### config.mk
export PLATFORM = sky130hd
export DESIGN_NAME = alu_arbiter_flat
export DESIGN_NICKNAME = d
export VERILOG_FILES = /design/src/rtl/alu_arbiter_if.sv /design/src/rtl/alu_arbiter.sv /design/src/flat_wrapper.sv
export SDC_FILE = /design/constraint.sdc
export NUM_CORES = 1
export LEC_CHECK = 0
export CAP_MARGIN = 20
export CORE_MARGIN = 2
export CORE_UTILIZATION = 40
export CTS_CLUSTER_DIAMETER = 50
export DETAILED_ROUTE_END_ITERATION = 10
export HOLD_SLACK_MARGIN = 0.08
export PLACE_DENSITY = 0.75
export SYNTH_ARGS = -nofsm -noshare
export SYNTH_HDL_FRONTEND = slang
export SYNTH_SLANG_ARGS = --single-unit
### constraint.sdc
create_clock -name clk -period 2.5 [get_ports clk]
set_input_delay 0.75 -clock clk [delete_from_list [all_inputs] [get_ports clk]]
set_output_delay 0.75 -clock clk [all_outputs]
set_load 0.01 [all_outputs]
### src/rtl/alu_arbiter_if.sv
// Bundle of request, ALU and response signals shared by alu_arbiter and its users.
// With ALU_ARB_STATS_EN defined the bundle also carries the grant counters and
// their synchronous clear.
interface alu_arbiter_if #(parameter int DATA_W = 16);
    logic              a_valid;
    logic              a_ready;
    logic [DATA_W-1:0] a_x;
    logic [DATA_W-1:0] a_y;
    logic              b_valid;
    logic              b_ready;
    logic [DATA_W-1:0] b_x;
    logic [DATA_W-1:0] b_y;
    logic [DATA_W-1:0] alu_x;
    logic [DATA_W-1:0] alu_y;
    logic [DATA_W-1:0] alu_z;
    logic              alu_cy;
    logic              alu_s;
    logic              alu_zr;
    logic              alu_p;
    logic              alu_v;
    logic              rsp_valid;
    logic              rsp_ready;
    logic              rsp_id;
    logic [DATA_W-1:0] rsp_z;
    logic [4:0]        rsp_flags;
    logic              busy;
`ifdef ALU_ARB_STATS_EN
    logic [15:0]       a_grants;
    logic [15:0]       b_grants;
    logic              stats_clr;
`endif

    // Arbiter side
    modport slave (
        input  a_valid, a_x, a_y, b_valid, b_x, b_y,
        input  alu_z, alu_cy, alu_s, alu_zr, alu_p, alu_v, rsp_ready,
`ifdef ALU_ARB_STATS_EN
        input  stats_clr,
        output a_grants, b_grants,
`endif
        output a_ready, b_ready, alu_x, alu_y,
        output rsp_valid, rsp_id, rsp_z, rsp_flags, busy
    );

    // Requester / ALU / consumer side
    modport master (
        output a_valid, a_x, a_y, b_valid, b_x, b_y,
        output alu_z, alu_cy, alu_s, alu_zr, alu_p, alu_v, rsp_ready,
`ifdef ALU_ARB_STATS_EN
        output stats_clr,
        input  a_grants, b_grants,
`endif
        input  a_ready, b_ready, alu_x, alu_y,
        input  rsp_valid, rsp_id, rsp_z, rsp_flags, busy
    );
endinterface

### src/rtl/alu_arbiter.sv
// alu_arbiter: round-robin sharing of one external ALU between requesters A and B.
// A granted request registers its operands onto the ALU, waits SETTLE_CYC cycles,
// then captures the result and flags into a response held until it is taken.
// Optional feature macro: ALU_ARB_STATS_EN adds per-requester grant counters.
module alu_arbiter #(
    parameter int DATA_W     = 16,
    parameter int SETTLE_CYC = 1
) (
    input  logic          clk,
    input  logic          rst_n,
    alu_arbiter_if.slave  bus
);

    typedef enum logic [1:0] {
        IDLE = 2'd0,
        EXEC = 2'd1,
        RESP = 2'd2
    } state_t;

    localparam logic [3:0] CNT_LOAD = 4'(SETTLE_CYC - 1);

    state_t            state_q, state_d;
    logic              last_grant_q, last_grant_d;
    logic              cur_id_q, cur_id_d;
    logic [3:0]        cnt_q, cnt_d;
    logic [DATA_W-1:0] alu_x_q, alu_x_d;
    logic [DATA_W-1:0] alu_y_q, alu_y_d;
    logic              rsp_valid_q, rsp_valid_d;
    logic              rsp_id_q, rsp_id_d;
    logic [DATA_W-1:0] rsp_z_q, rsp_z_d;
    logic [4:0]        rsp_flags_q, rsp_flags_d;
    logic              grant_a;
    logic              grant_b;

    // Round-robin grant: a tie goes to whoever was not granted last time
    always_comb begin
        grant_a = 1'b0;
        grant_b = 1'b0;
        if (state_q == IDLE) begin
            if (bus.a_valid && (!bus.b_valid || last_grant_q)) begin
                grant_a = 1'b1;
            end else if (bus.b_valid) begin
                grant_b = 1'b1;
            end
        end
    end

    // Next-state logic for the IDLE -> EXEC -> RESP sequence
    always_comb begin
        state_d      = state_q;
        last_grant_d = last_grant_q;
        cur_id_d     = cur_id_q;
        cnt_d        = cnt_q;
        alu_x_d      = alu_x_q;
        alu_y_d      = alu_y_q;
        rsp_valid_d  = rsp_valid_q;
        rsp_id_d     = rsp_id_q;
        rsp_z_d      = rsp_z_q;
        rsp_flags_d  = rsp_flags_q;
        case (state_q)
            IDLE: begin
                if (grant_a || grant_b) begin
                    state_d      = EXEC;
                    cnt_d        = CNT_LOAD;
                    cur_id_d     = grant_b;
                    last_grant_d = grant_b;
                    alu_x_d      = grant_b ? bus.b_x : bus.a_x;
                    alu_y_d      = grant_b ? bus.b_y : bus.a_y;
                end
            end
            EXEC: begin
                if (cnt_q == 4'd0) begin
                    state_d     = RESP;
                    rsp_valid_d = 1'b1;
                    rsp_id_d    = cur_id_q;
                    rsp_z_d     = bus.alu_z;
                    rsp_flags_d = {bus.alu_v, bus.alu_p, bus.alu_zr, bus.alu_s, bus.alu_cy};
                end else begin
                    cnt_d = cnt_q - 4'd1;
                end
            end
            RESP: begin
                if (bus.rsp_ready) begin
                    state_d     = IDLE;
                    rsp_valid_d = 1'b0;
                end
            end
            default: begin
                state_d = IDLE;
            end
        endcase
    end

    // State and datapath registers; last_grant resets to B so A wins the first tie
    always_ff @(posedge clk or negedge rst_n) begin
        if (!rst_n) begin
            state_q      <= IDLE;
            last_grant_q <= 1'b1;
            cur_id_q     <= 1'b0;
            cnt_q        <= 4'd0;
            alu_x_q      <= '0;
            alu_y_q      <= '0;
            rsp_valid_q  <= 1'b0;
            rsp_id_q     <= 1'b0;
            rsp_z_q      <= '0;
            rsp_flags_q  <= 5'd0;
        end else begin
            state_q      <= state_d;
            last_grant_q <= last_grant_d;
            cur_id_q     <= cur_id_d;
            cnt_q        <= cnt_d;
            alu_x_q      <= alu_x_d;
            alu_y_q      <= alu_y_d;
            rsp_valid_q  <= rsp_valid_d;
            rsp_id_q     <= rsp_id_d;
            rsp_z_q      <= rsp_z_d;
            rsp_flags_q  <= rsp_flags_d;
        end
    end

    assign bus.a_ready   = grant_a;
    assign bus.b_ready   = grant_b;
    assign bus.alu_x     = alu_x_q;
    assign bus.alu_y     = alu_y_q;
    assign bus.rsp_valid = rsp_valid_q;
    assign bus.rsp_id    = rsp_id_q;
    assign bus.rsp_z     = rsp_z_q;
    assign bus.rsp_flags = rsp_flags_q;
    assign bus.busy      = (state_q != IDLE);

`ifdef ALU_ARB_STATS_EN
    logic [15:0] a_grants_q;
    logic [15:0] b_grants_q;

    // Grant counters; a clear in the same cycle as a grant wins
    always_ff @(posedge clk or negedge rst_n) begin
        if (!rst_n) begin
            a_grants_q <= 16'd0;
            b_grants_q <= 16'd0;
        end else if (bus.stats_clr) begin
            a_grants_q <= 16'd0;
            b_grants_q <= 16'd0;
        end else begin
            if (grant_a) a_grants_q <= a_grants_q + 16'd1;
            if (grant_b) b_grants_q <= b_grants_q + 16'd1;
        end
    end

    assign bus.a_grants = a_grants_q;
    assign bus.b_grants = b_grants_q;
`endif

endmodule

### src/flat_wrapper.sv
// flat-port wrapper written by rule: the top's interface ports become plain ports
module alu_arbiter_flat 
#(
    parameter int DATA_W     = 16,
    parameter int SETTLE_CYC = 1
)
  (clk, rst_n, bus_a_valid, bus_a_x, bus_a_y, bus_b_valid, bus_b_x, bus_b_y, bus_alu_z, bus_alu_cy, bus_alu_s, bus_alu_zr, bus_alu_p, bus_alu_v, bus_rsp_ready, bus_a_ready, bus_b_ready, bus_alu_x, bus_alu_y, bus_rsp_valid, bus_rsp_id, bus_rsp_z, bus_rsp_flags, bus_busy);
  alu_arbiter_if #(.DATA_W(DATA_W)) bus_i ();
  input  logic clk;
  input  logic rst_n;
  input wire logic [$bits(bus_i.a_valid)-1:0] bus_a_valid;
  input wire logic [$bits(bus_i.a_x)-1:0] bus_a_x;
  input wire logic [$bits(bus_i.a_y)-1:0] bus_a_y;
  input wire logic [$bits(bus_i.b_valid)-1:0] bus_b_valid;
  input wire logic [$bits(bus_i.b_x)-1:0] bus_b_x;
  input wire logic [$bits(bus_i.b_y)-1:0] bus_b_y;
  input wire logic [$bits(bus_i.alu_z)-1:0] bus_alu_z;
  input wire logic [$bits(bus_i.alu_cy)-1:0] bus_alu_cy;
  input wire logic [$bits(bus_i.alu_s)-1:0] bus_alu_s;
  input wire logic [$bits(bus_i.alu_zr)-1:0] bus_alu_zr;
  input wire logic [$bits(bus_i.alu_p)-1:0] bus_alu_p;
  input wire logic [$bits(bus_i.alu_v)-1:0] bus_alu_v;
  input wire logic [$bits(bus_i.rsp_ready)-1:0] bus_rsp_ready;
  output wire logic [$bits(bus_i.a_ready)-1:0] bus_a_ready;
  output wire logic [$bits(bus_i.b_ready)-1:0] bus_b_ready;
  output wire logic [$bits(bus_i.alu_x)-1:0] bus_alu_x;
  output wire logic [$bits(bus_i.alu_y)-1:0] bus_alu_y;
  output wire logic [$bits(bus_i.rsp_valid)-1:0] bus_rsp_valid;
  output wire logic [$bits(bus_i.rsp_id)-1:0] bus_rsp_id;
  output wire logic [$bits(bus_i.rsp_z)-1:0] bus_rsp_z;
  output wire logic [$bits(bus_i.rsp_flags)-1:0] bus_rsp_flags;
  output wire logic [$bits(bus_i.busy)-1:0] bus_busy;
  assign bus_i.a_valid = bus_a_valid;
  assign bus_i.a_x = bus_a_x;
  assign bus_i.a_y = bus_a_y;
  assign bus_i.b_valid = bus_b_valid;
  assign bus_i.b_x = bus_b_x;
  assign bus_i.b_y = bus_b_y;
  assign bus_i.alu_z = bus_alu_z;
  assign bus_i.alu_cy = bus_alu_cy;
  assign bus_i.alu_s = bus_alu_s;
  assign bus_i.alu_zr = bus_alu_zr;
  assign bus_i.alu_p = bus_alu_p;
  assign bus_i.alu_v = bus_alu_v;
  assign bus_i.rsp_ready = bus_rsp_ready;
  assign bus_a_ready = bus_i.a_ready;
  assign bus_b_ready = bus_i.b_ready;
  assign bus_alu_x = bus_i.alu_x;
  assign bus_alu_y = bus_i.alu_y;
  assign bus_rsp_valid = bus_i.rsp_valid;
  assign bus_rsp_id = bus_i.rsp_id;
  assign bus_rsp_z = bus_i.rsp_z;
  assign bus_rsp_flags = bus_i.rsp_flags;
  assign bus_busy = bus_i.busy;
  alu_arbiter #(.DATA_W(DATA_W), .SETTLE_CYC(SETTLE_CYC)) u_core (.clk(clk), .rst_n(rst_n), .bus(bus_i));
endmodule
==> out/results.ini, run 1 <==
[detailed_routing]
via_per_inst=5.123
num_vias=2741
postRouteAntennaNets=0
drc=0
first_iter_violations=123
wl_per_cell_microns=15.59
drt_wl_total_microns=8342
first_pass_iters=4

[die]
coreArea_sq_um=7687
die_y_microns=92.79
core.rowCount=32
io_pins=148
die_w_microns=92.79
dieArea_sq_um=8609
start_util=0.4102

[sta]
fin_crit_sh=0.9654
maxSlewHeadroom=0.5311
finalSetupTns_ns=0
finClkSkew_ns=0.006275
rsz0062_at_grt=false
drv_slew=0
hold_viol=0
fin_crit_ns=2.414
setup_viol=0
max_freq_mhz=414.3
tightest_slew_ns=0.7026

[synthesis]
synth_top_area_cell=dfrtp_1
synth-edff-count=0
synth_nets=370
syn_area_sq_um=3153
ys_seq_area_frac=0.5004
ys_seq_elements=63
synth_commonest_cells=dfrtp_1, inv_1, o21ai_0
ys_warn_count=0
async_flop_share=1.000
synthTopCellsByArea=dfrtp_1, o311ai_2, mux2_2, o21ai_0, nand3_1
synth_cells=278
synth.most_common_cell=dfrtp_1
syn_area_per_cell_sq_um=11.34
yosysTopAreaCellShare=0.4921
ys.flop_type=dfrtp_1
ys_types=34

[layout]
drive_above_1_share=0.2148
area_growth_pct=60.24
antennaDiodeCount=0
fin_nets=520
final_cell_area_sq_um=5052
stdcell_count=535

[critical_path]
r2r_start=u_core.cnt_q[0]$_DFFE_PN0P_
end_kind=primary output
r2r_cells=5
regToRegSetupSlack_ns=0.56
r2r_end=u_core.bus.rsp_id$_DFFE_PN0P_
crit_arrival_ns=1.66
startpoint_type=flip-flop
worst-setup-path-type=flip-flop to primary output
crit_fanout=7
worstPathRequired_ns=1.75

[clock_network]
numCtsBuffers=9
root_buffer=clkbuf_8
tritoncts=built
cts_max_path_buffers=2
clk_pin_slew_ns=0.08
h-tree-depth=3
clkSinkCount=63
clkLatencyLatePin_ns=0.33

[grt]
antenna_found_initial=0
first_global_vias=2605
grt_max_degree=37
grt_util_all_layers=0.1927
overflow=0
grt_pass1_wl_microns=12900

[power]
powerDensity_nw_per_um2=1199
p_leak_nw=2.080
peakVddDrop_uv=461.8
power_mw=6.060

[place]
placed_area_sq_um=4782
hpwl_microns=5899
place.gp.congestion=0.7689
port_buffers=147
dp.cells=519

[status]
outcome=finished, final reports clean

[hold_path]
hold_class=primary input to asynchronous set/reset pin

[job]
maxCapViolCount=0

critical path, stage by stage, from the launching register on:
cell and delay (ns):
dfrtp_1 0.50, nor2_2 0.07, buf_4 0.16, inv_2 0.07, clkdlybuf4s50_1 0.54
registers in the layout, indices dropped and copies added (netlist names):
signal,cells
u_core.bus.alu_x,16
u_core.bus.alu_y,16
u_core.bus.rsp_flags,5
u_core.bus.rsp_id,1
u_core.bus.rsp_valid,1
u_core.bus.rsp_z,16
u_core.cnt_q,4
u_core.cur_id_q,1
u_core.last_grant_q,1
u_core.state_q,2
per-stage QoR:
stage,util,hold slack (ns),setup WS [ns]
global route,0.6572,0.4592,0.01657
floorplan,-,0.4455,0.2849
global placement,0.6221,0.4582,-0.4116
finish,0.6572,0.4192,0.08645
CTS,0.6572,0.4261,0.06045
detailed placement,0.6221,0.4783,-0.4439
per-layer routing:
layer | global-route usage | share of wire
met4 | 0.07598 | 0.012
met2 | 0.3164 | 0.48
met3 | 0.05777 | 0.089
met1 | 0.2376 | 0.42
met5 | 0 | 0
what timing repair did:
action                                  in CTS  in global routing
endpoints found under the setup margin       2                  0
setup buffers                                0                  0
hold buffers                                 0                  0
resized for setup                           12                  0
hold endpoints to repair                     0                  0
logic make-up (layout without fill, tap and decap cells):
group / Yosys count / in the layout / share of synthesized area
mux: 22 / 22 / 0.07857
simple gates: 54 / 54 / 0.09723
fa+ha+maj: 2 / 2 / 0.007935
flops: 63 / 63 / 0.5004
compound gates: 79 / 79 / 0.2365
buf+inv: 58 / 213 / 0.07936
how the worst max path moves through the flow:
stage	cells after the start	slack (ns)	from	endpoint
3_5_place_dp	4	-0.44	bus_b_valid	bus_b_ready
4_1_cts	4	0.06	u_core.state_q[0]$_DFFE_PN0P_	bus_busy
2_1_floorplan	4	0.28	bus_b_valid	bus_b_ready
3_3_place_gp	4	-0.41	bus_b_valid	bus_b_ready
6_report	4	0.09	u_core.state_q[0]$_DFFE_PN0P_	bus_busy
5_1_grt	4	0.02	u_core.state_q[0]$_DFFE_PN0P_	bus_busy
power by group:
group | total, mW | internal, mW | switching, mW | leakage (nW)
clock | 1.17 | 0.766 | 0.405 | 0.130
sequential | 1.83 | 1.55 | 0.286 | 0.747
combinational | 3.05 | 1.69 | 1.36 | 1.20
total | 6.06 | 4.01 | 2.05 | 2.08
layout by cell type, fill, tap and decap left out, types with 2 or more instances in the layout:
cell             Yosys  final
a21oi_1              3      2
buf_12               0      3
buf_4                2     11
bufinv_16            0      4
clkbuf_8             0      9
clkdlybuf4s50_1      0    142
clkinv_4             0      2
dfrtp_1             62     62
dlygate4sd2_1        0      2
ha_1                 2      2
inv_1               36     36
mux2_2              22     22
nand2_1              4      4
nand3_1             35     35
nor2_1               3      2
nor2_2               1      2
nor2b_1              2      2
nor3b_4              2      2
o211ai_1             2      2
o21ai_0             36     36
o311ai_0             4      4
o311ai_2            28     28
layout make-up:
cell class                 count  area, sq um
clock inverter                 7        145.1
clock buffer                   9        123.9
timing repair buffer         160         1598
fill                         623         2635
tap                          102        127.6
sequential                    63         1578
inverter                      37        138.9
multi-input combinational    157         1341
Power figures use the tool's default switching activity.
==> run 2: changes to the inputs <==
--- a/config.mk
+++ b/config.mk
@@ -11,6 +11,7 @@
 export CTS_CLUSTER_DIAMETER = 50
 export DETAILED_ROUTE_END_ITERATION = 10
 export HOLD_SLACK_MARGIN = 0.08
+export MAX_ROUTING_LAYER = met4
 export PLACE_DENSITY = 0.75
 export SYNTH_ARGS = -nofsm -noshare
 export SYNTH_HDL_FRONTEND = slang
==> run 2 against run 1 <==
Effect of this change: final cell count unchanged; final area stayed put; worst hold slack got worse by 0.0074 ns; clock skew increased by 0.0018 ns; first-iteration DRC count unchanged; count of clock-buffer cells in the layout stayed put; register-to-register slack about the same; fmax decreased by 0.27%; non-clock buffer count unchanged; critical path type unchanged; critical endpoint unchanged; largest power group unchanged.
==> out/results.ini, run 2 (synthesis results as in run 1) <==
[sta]
fin_crit_ns=2.420
rsz0062_at_grt=false
finalSetupTns_ns=0
hold_viol=0
tightest_slew_ns=0.6965
maxSlewHeadroom=0.5352
max_freq_mhz=413.2
fin_crit_sh=0.9681
finClkSkew_ns=0.008066
drv_slew=0
setup_viol=0

[detailed_routing]
drc=0
postRouteAntennaNets=0
wl_per_cell_microns=15.60
num_vias=2770
drt_wl_total_microns=8348
via_per_inst=5.178
first_pass_iters=4
first_iter_violations=123

[grt]
grt_max_degree=37
grt_util_all_layers=0.1973
antenna_found_initial=0
grt_pass1_wl_microns=12860
overflow=0
first_global_vias=2608

[layout]
mostFrequentLayoutCells=clkdlybuf4s50_1, dfrtp_1, inv_1, o21ai_0, nand3_1
final_cell_area_sq_um=5052
stdcell_count=535
area_growth_pct=60.24
antennaDiodeCount=0
final_common_cell=clkdlybuf4s50_1
fin_nets=520
drive_above_1_share=0.2148

[die]
start_util=0.4102
die_y_microns=92.79
die_w_microns=92.79
io_pins=148
dieArea_sq_um=8609
coreArea_sq_um=7687
core.rowCount=32

[clock_network]
clkLatencyLatePin_ns=0.34
cts_max_path_buffers=2
clk_pin_slew_ns=0.08
tritoncts=built
numCtsBuffers=9
root_buffer=clkbuf_8
h-tree-depth=3
clkSinkCount=63

[critical_path]
end_kind=primary output
cp-endpoint=bus_busy
crit_fanout=7
worst-setup-path-type=flip-flop to primary output
worstSetupStartpoint=u_core.state_q[0]$_DFFE_PN0P_
crit_arrival_ns=1.67
cp_cell_sequence=nor2_2 -> buf_4 -> inv_2 -> clkdlybuf4s50_1
critPathMaxStageDelay_ns=0.54
worstPathRequired_ns=1.75
startpoint_type=flip-flop
r2r_end=u_core.bus.rsp_id$_DFFE_PN0P_
r2r_start=u_core.cnt_q[0]$_DFFE_PN0P_
cpMaxStageDelayCell=clkdlybuf4s50_1
regToRegSetupSlack_ns=0.56
r2r_cells=5

[place]
hpwl_microns=5899
port_buffers=147
dp.cells=519
place.gp.congestion=0.7792
placed_area_sq_um=4782

[status]
outcome=finished, final reports clean

[power]
peakVddDrop_uv=462.2
powerDensity_nw_per_um2=1200
p_leak_nw=2.080

[job]
maxCapViolCount=0

[hold_path]
hold_class=primary input to asynchronous set/reset pin

-- run 2: area by class of cell --
| cell class | instances | area, sq um |
|---|---|---|
| Clock buffer | 9 | 123.9 |
| Clock inverter | 7 | 145.1 |
| Fill cell | 623 | 2635 |
| Inverter | 37 | 138.9 |
| Multi-Input combinational cell | 157 | 1341 |
| Sequential cell | 63 | 1578 |
| Tap cell | 102 | 127.6 |
| Timing Repair Buffer | 160 | 1598 |
-- run 2: through the flow --
stage	setup slack, ns	power, mW	hold slack (ns)	util
3_3_place_gp	-0.4116	4.859	0.4582	0.6221
4_1_cts	0.06045	6.126	0.4261	0.6572
6_report	0.07982	6.063	0.4117	0.6572
3_5_place_dp	-0.4439	4.932	0.4783	0.6221
2_1_floorplan	0.2849	3.465	0.4455	-
5_1_grt	0.01658	6.429	0.4568	0.6572
-- run 2: power by group --
part	internal, mW	leakage [nW]	switching [mW]	total (mW)
Sequential	1.55	0.747	0.284	1.83
Clock	0.766	0.130	0.407	1.17
Combinational	1.69	1.20	1.36	3.06
Total	4.01	2.08	2.06	6.06
-- run 2: worst min-delay path by stage --
stage                                            to  slack (ns)  cells past startpoint
finish                u_core.state_q[1]$_DFFE_PN0P_        0.41                      1
global route          u_core.state_q[1]$_DFFE_PN0P_        0.46                      1
CTS                   u_core.state_q[1]$_DFFE_PN0P_        0.43                      1
detailed placement      u_core.cur_id_q$_DFFE_PN0P_        0.48                      1
global placement        u_core.cur_id_q$_DFFE_PN0P_        0.46                      1
floorplan           u_core.bus.alu_x[0]$_DFFE_PN0P_        0.45                      0
-- run 2: layer usage --
| layer | global-route usage | vias up | part of all wire |
|---|---|---|---|
| li1 | - | 1307 | - |
| met1 | 0.2418 | 1315 | 0.43 |
| met2 | 0.3170 | 136 | 0.47 |
| met3 | 0.04719 | 12 | 0.082 |
| met4 | 0.07598 | 0 | 0.015 |
| met5 | - | - | 0 |
-- run 2: critical path, delay by kind of cell (launching register included) --
family	cells	cell delay, ns
AND/OR/NAND/NOR	1	0.07
buffers and inverters	3	0.77
flip-flops	1	0.50
-- run 2: timing repair --
| action | in CTS | in global routing |
|---|---|---|
| gates resized for setup | 12 | 0 |
| hold endpoints to repair | 0 | 0 |
| setup buffers | 0 | 0 |
| hold buffers | 0 | 0 |
| endpoints found under the setup margin | 2 | 0 |
